**src/rtl/rgb_sram_frame_writer_pkg.sv**
```systemverilog
// Shared types for the RGB frame writer: FSM state encoding, pixel layout and SRAM bus widths.
package rgb_sram_frame_writer_pkg;

  localparam int SRAM_ADDR_W = 18;
  localparam int SRAM_DATA_W = 16;

  typedef enum logic [2:0] {
    S_RW_IDLE,
    S_RW_WAIT_P0,
    S_RW_WAIT_P1,
    S_RW_WR1,
    S_RW_WR2,
    S_RW_DONE
  } RGB_writer_state_type;

  typedef struct packed {
    logic [7:0] r;
    logic [7:0] g;
    logic [7:0] b;
  } rgb_pixel_t;

endpackage

```
**src/rtl/rgb_sram_frame_writer.sv**
```systemverilog
// Accepts a raster-order stream of RGB pixels and writes each pixel pair as three 16-bit words
// to consecutive SRAM addresses starting at a per-frame base address.
//
// state        | meaning
// S_RW_IDLE    | waiting for start, SRAM bus released (we_n=1)
// S_RW_WAIT_P0 | waiting for the first pixel of a pair
// S_RW_WAIT_P1 | waiting for the second pixel; on transfer writes word0
// S_RW_WR1     | writes word1 {B0,R1}
// S_RW_WR2     | writes word2 {G1,B1}, advances the pair counter
// S_RW_DONE    | frame finished, pulses done
module rgb_sram_frame_writer
  import rgb_sram_frame_writer_pkg::*;
#(
  parameter int IMAGE_WIDTH  = 320,
  parameter int IMAGE_HEIGHT = 240
) (
  input  logic        Clock,
  input  logic        Resetn,
  input  logic        start,
  input  logic [17:0] SRAM_base_address,
  input  logic        pixel_valid,
  input  logic [7:0]  pixel_R,
  input  logic [7:0]  pixel_G,
  input  logic [7:0]  pixel_B,
  output logic        pixel_ready,
  output logic [17:0] SRAM_address,
  output logic [15:0] SRAM_write_data,
  output logic        SRAM_we_n,
  output logic        busy,
  output logic        done
);

  localparam int NUM_PAIRS = IMAGE_WIDTH * IMAGE_HEIGHT / 2;
  localparam int CNT_W     = $clog2(NUM_PAIRS) + 1;
  localparam logic [CNT_W-1:0] LAST_PAIR = CNT_W'(NUM_PAIRS - 1);

  RGB_writer_state_type state_q, state_d;
  logic [SRAM_ADDR_W-1:0] base_q, base_d;
  logic [CNT_W-1:0]       pair_cnt_q, pair_cnt_d;
  rgb_pixel_t             p0_q, p0_d;
  rgb_pixel_t             p1_q, p1_d;
  logic [SRAM_ADDR_W-1:0] addr_q, addr_d;
  logic [SRAM_DATA_W-1:0] wdata_q, wdata_d;
  logic                   we_n_q, we_n_d;
  logic                   busy_q, busy_d;
  logic                   done_q, done_d;

  rgb_pixel_t             pix_in;
  logic                   transfer;
  logic [SRAM_ADDR_W-1:0] pair_offset;

  assign pixel_ready = (state_q == S_RW_WAIT_P0) || (state_q == S_RW_WAIT_P1);
  assign transfer    = pixel_valid && pixel_ready;
  assign pix_in      = {pixel_R, pixel_G, pixel_B};
  // Three words per pair, so pair k starts 3k words past the base; the sum wraps at 2^18.
  assign pair_offset = SRAM_ADDR_W'(pair_cnt_q) * SRAM_ADDR_W'(3);

  always_comb begin
    state_d    = state_q;
    base_d     = base_q;
    pair_cnt_d = pair_cnt_q;
    p0_d       = p0_q;
    p1_d       = p1_q;
    addr_d     = addr_q;
    wdata_d    = wdata_q;
    we_n_d     = we_n_q;
    busy_d     = busy_q;
    done_d     = 1'b0;

    case (state_q)
      S_RW_IDLE: begin
        we_n_d = 1'b1;
        busy_d = 1'b0;
        if (start) begin
          base_d     = SRAM_base_address;
          pair_cnt_d = '0;
          busy_d     = 1'b1;
          state_d    = S_RW_WAIT_P0;
        end
      end
      S_RW_WAIT_P0: begin
        we_n_d = 1'b1;
        if (transfer) begin
          p0_d    = pix_in;
          state_d = S_RW_WAIT_P1;
        end
      end
      S_RW_WAIT_P1: begin
        we_n_d = 1'b1;
        if (transfer) begin
          addr_d  = base_q + pair_offset;
          wdata_d = {p0_q.r, p0_q.g};
          we_n_d  = 1'b0;
          p1_d    = pix_in;
          state_d = S_RW_WR1;
        end
      end
      S_RW_WR1: begin
        addr_d  = addr_q + SRAM_ADDR_W'(1);
        wdata_d = {p0_q.b, p1_q.r};
        we_n_d  = 1'b0;
        state_d = S_RW_WR2;
      end
      S_RW_WR2: begin
        addr_d     = addr_q + SRAM_ADDR_W'(1);
        wdata_d    = {p1_q.g, p1_q.b};
        we_n_d     = 1'b0;
        pair_cnt_d = pair_cnt_q + CNT_W'(1);
        state_d    = (pair_cnt_q == LAST_PAIR) ? S_RW_DONE : S_RW_WAIT_P0;
      end
      S_RW_DONE: begin
        we_n_d  = 1'b1;
        done_d  = 1'b1;
        busy_d  = 1'b0;
        state_d = S_RW_IDLE;
      end
      default: begin
        we_n_d  = 1'b1;
        busy_d  = 1'b0;
        state_d = S_RW_IDLE;
      end
    endcase
  end

  always_ff @(posedge Clock or negedge Resetn) begin
    if (!Resetn) begin
      state_q    <= S_RW_IDLE;
      base_q     <= '0;
      pair_cnt_q <= '0;
      p0_q       <= '0;
      p1_q       <= '0;
      addr_q     <= '0;
      wdata_q    <= '0;
      we_n_q     <= 1'b1;
      busy_q     <= 1'b0;
      done_q     <= 1'b0;
    end else begin
      state_q    <= state_d;
      base_q     <= base_d;
      pair_cnt_q <= pair_cnt_d;
      p0_q       <= p0_d;
      p1_q       <= p1_d;
      addr_q     <= addr_d;
      wdata_q    <= wdata_d;
      we_n_q     <= we_n_d;
      busy_q     <= busy_d;
      done_q     <= done_d;
    end
  end

  assign SRAM_address    = addr_q;
  assign SRAM_write_data = wdata_q;
  assign SRAM_we_n       = we_n_q;
  assign busy            = busy_q;
  assign done            = done_q;

endmodule
```
**config.mk**
```make
export PLATFORM = sky130hd
export DESIGN_NAME = rgb_sram_frame_writer
export DESIGN_NICKNAME = d
export VERILOG_FILES = /design/src/rtl/rgb_sram_frame_writer_pkg.sv /design/src/rtl/rgb_sram_frame_writer.sv
export SDC_FILE = /design/constraint.sdc
export NUM_CORES = 1
export LEC_CHECK = 0
export CORE_AREA = 2 2 114 116
export CTS_BUF_LIST = sky130_fd_sc_hd__clkbuf_8
export DETAILED_ROUTE_END_ITERATION = 7
export DIE_AREA = 0 0 116 118
export DONT_BUFFER_PORTS = 1
export GPL_TIMING_DRIVEN = 0
export PLACE_DENSITY = 0.7
export SYNTH_ARGS = -nofsm -noshare
export SYNTH_HDL_FRONTEND = slang
export SYNTH_SLANG_ARGS = --single-unit
```
**constraint.sdc**
```tcl
create_clock -name Clock -period 3.9 [get_ports Clock]
set_input_delay 0 -clock Clock [delete_from_list [all_inputs] [get_ports Clock]]
set_output_delay 0 -clock Clock [all_outputs]
set_load 0.05 [all_outputs]
```
==> impl_metrics.py <==
metrics = {
    "outcome": {
        "status": "finished, final reports clean",
    },
    "placed_design": {
        "place_congestion": 0.884,
        "hpwl_mm": 11.7,
        "dpl_cell_area_mm2": 0.00687,
        "dp_slack_ps": 694,
        "io_buffer_count": 0,
    },
    "synthesis": {
        "syn_area_mm2": 0.00666,
        "syn_nets": 793,
        "synthFlopType": "dfrtp_1",
        "yosysTopAreaCell": "dfrtp_1",
        "synth_seq_area_share_pct": 46.3,
        "avgSynthCellArea_um2": 9.61,
        "yosys_warnings": 0,
        "syn_inst": 693,
        "synth_area_leaders": "dfrtp_1, nand2_1, ha_1",
        "synth-edff-count": 0,
        "ys_ff_latch": 123,
        "synth_top_area_share_pct": 45.9,
        "async_flop_share_pct": 100,
        "synth_cell_types": 52,
    },
    "worst_setup_path": {
        "crit_top_cell": "fa_1",
        "crit_fanout": 5,
        "path_delay_family": "adder cells",
        "path_cells": "fa_1, ha_1, inv_1, fa_1, nand2b_1, a21oi_2, a41oi_1, o31ai_1, mux2i_1, o21ai_1",
        "crit_arrival_ps": 3580,
        "start_kind": "flop",
        "crit_buf_inv": 1,
        "crit_type": "reg2reg",
        "cp_slowest_stage_delay_ps": 540,
        "endpoint_kind": "flop",
        "cp.required_ps": 4210,
        "cp_slowest_cell": "o31ai_1",
    },
    "power": {
        "power_density_mw_per_mm2": 775,
        "peakVddDrop_uv": 394,
        "p_leak_uw": 0.00361,
    },
    "die": {
        "die_area_mm2": 0.0137,
        "design.core.area_mm2": 0.0124,
        "start_util_pct": 53.6,
        "io_pins": 84,
        "rows": 41,
        "die_h_um": 118,
        "die_w_um": 116,
    },
    "cts": {
        "clock_latency_ps": 450,
        "cts_buffer_depth": 2,
        "cts.htree.levels": 4,
        "clk_pin_slew_worst_paths_ps": 80,
        "cts_setup_buffers": 0,
        "cts_tree": "done",
        "cts_buffers": 17,
        "clockRootBuffer": "clkbuf_8",
        "cts_sinks": 123,
    },
    "cells_and_area": {
        "area_growth_pct": 16.4,
        "drive_gt1_share_pct": 7.01,
        "stdcell_area_mm2": 0.00775,
        "n_antenna_cell": 0,
        "nets": 858,
    },
    "detailed_routing": {
        "via_per_inst": 5.67,
        "drt_first_iter_violations": 489,
        "wl_mm": 16.9,
        "num_vias": 5342,
        "wl_per_cell_um": 17.9,
        "drcViolationCount": 0,
        "first_pass_iters": 5,
        "postRouteAntennaNets": 0,
    },
    "sta": {
        "final-setup-viol-count": 0,
        "setup_ws_ps": 636,
        "fin_crit_ps": 3260,
        "drv_slew": 0,
        "rsz0062_at_grt": "no",
        "skew_ps": 9.25,
        "period_share_pct": 83.7,
        "slew_headroom_pct": 29.4,
        "fmax_mhz": 306,
        "setup-tns-final_ps": 0,
        "worst_pin_slew_ps": 1060,
        "hold_violations": 0,
    },
    "global_route": {
        "grt_pass1_wl_mm": 28.1,
        "grt.total_usage_pct": 26.6,
        "grt_max_degree": 124,
        "grt_antenna_before_repair": 0,
        "grt_overflow": 0,
        "grt_pass1_vias": 5502,
    },
    "hold_path": {
        "hold_class": "in2reg",
    },
    "job": {
        "drv_cap": 0,
    },
}
state kept, by name, summed over array words and instances, names as in the netlist:
signal           cells
SRAM_write_data     16
SRAM_we_n            1
p0_q                24
done                 1
state_q              3
busy                 1
pair_cnt_q          17
SRAM_address        18
base_q              18
p1_q                24
tightest hold or removal path, cell delays in order:
cell	delay [ps]
nand3_1	230
nand2_1	150
mux2i_1	60
report_power, final:
group          switching [uW]  total [uW]  internal, uW
combinational            1200        1960           768
clock                     548        1150           605
sequential               1090        2890          1800
path summary, 6_finish.rpt:
check | start | cells after the start | end | slack (ps)
max | pair_cnt_q[1] | 10 | SRAM_address[17] | 640
min | start | 3 | pair_cnt_q[15] | 40
max reg2reg | pair_cnt_q[1] | 10 | SRAM_address[17] | 640
min reg2reg | p1_q[18] | 2 | p1_q[18] | 480
max in group asynchronous | Resetn | 2 | p0_q[23] | 3230
min in group asynchronous | Resetn | 2 | base_q[15] | 160
layout by cell type (no fill, tap or decap), drive strengths merged, types with 3 or more instances in the layout:
cell type,n
a21oi,43
fa,17
xnor2,7
nand2,184
and3,8
nor2,44
inv,15
nand3,22
nand2b,7
o21ai,29
a21o,5
clkinv,6
nor3,7
clkbuf,35
a22oi,16
o22ai,5
mux2i,13
nand4,4
dfrtp,122
a31oi,19
buf,14
mux2,26
a211oi,3
xor2,7
dlygate4sd3,45
ha,37
o21a,5
cells by family after synthesis:
group                    after synthesis  share of synthesized area, %
multiplexers                          39                          6.35
AO/OA/AOI/OAI                        139                          12.9
AND/OR/NAND/NOR                      283                          18.1
XOR/XNOR                              14                          1.84
adder cells (fa/ha/maj)               54                          12.1
flip-flops                           123                          46.3
buffers and inverters                 41                          2.50
layout make-up:
cell class	count	area, um^2
well taps	172	215
clock buffers	19	262
fillers	1053	4660
plain buffers	29	121
inverters	12	45.0
repair buffers	46	478
clock inverters	12	139
multi-input cells	529	3410
flip-flops and latches	123	3080
stage by stage:
stage          cells  hold WS, ps  total power, uW  util, %
2_1_floorplan    693         -296             4190        -
3_3_place_gp     865         -292             4690     55.4
3_5_place_dp     865         -292             4780     55.4
4_1_cts          942         11.7             6000     62.4
5_1_grt          942         37.1             6420     62.4
6_report         942         37.6             6010     62.4
synthesized netlist by cell type, drive strengths merged (8+ instances only):
| master | n |
|---|---|
| ha | 37 |
| buf | 13 |
| o21ai | 29 |
| inv | 12 |
| clkbuf | 16 |
| mux2i | 13 |
| mux2 | 26 |
| a21oi | 43 |
| and3 | 8 |
| nand3 | 22 |
| nor2 | 44 |
| a31oi | 19 |
| dfrtp | 122 |
| a22oi | 16 |
| nand2 | 184 |
| fa | 17 |
routing by layer:
layer / up-vias / track usage, % / part of all wire, % / routed length [um]
li1: 2523 / - / - / -
met1: 2629 / 35.2 / 44 / 7460
met2: 161 / 41.5 / 48 / 8110
met3: 29 / 7.93 / 5.7 / 960
met4: 0 / 9.67 / 2.0 / 331
met5: - / 0 / 0 / 0
timing repair:
item	CTS	global route
gates resized for setup	0	0
hold buffers	46	0
hold endpoints to repair	193	0
Power figures use the tool's default switching activity.
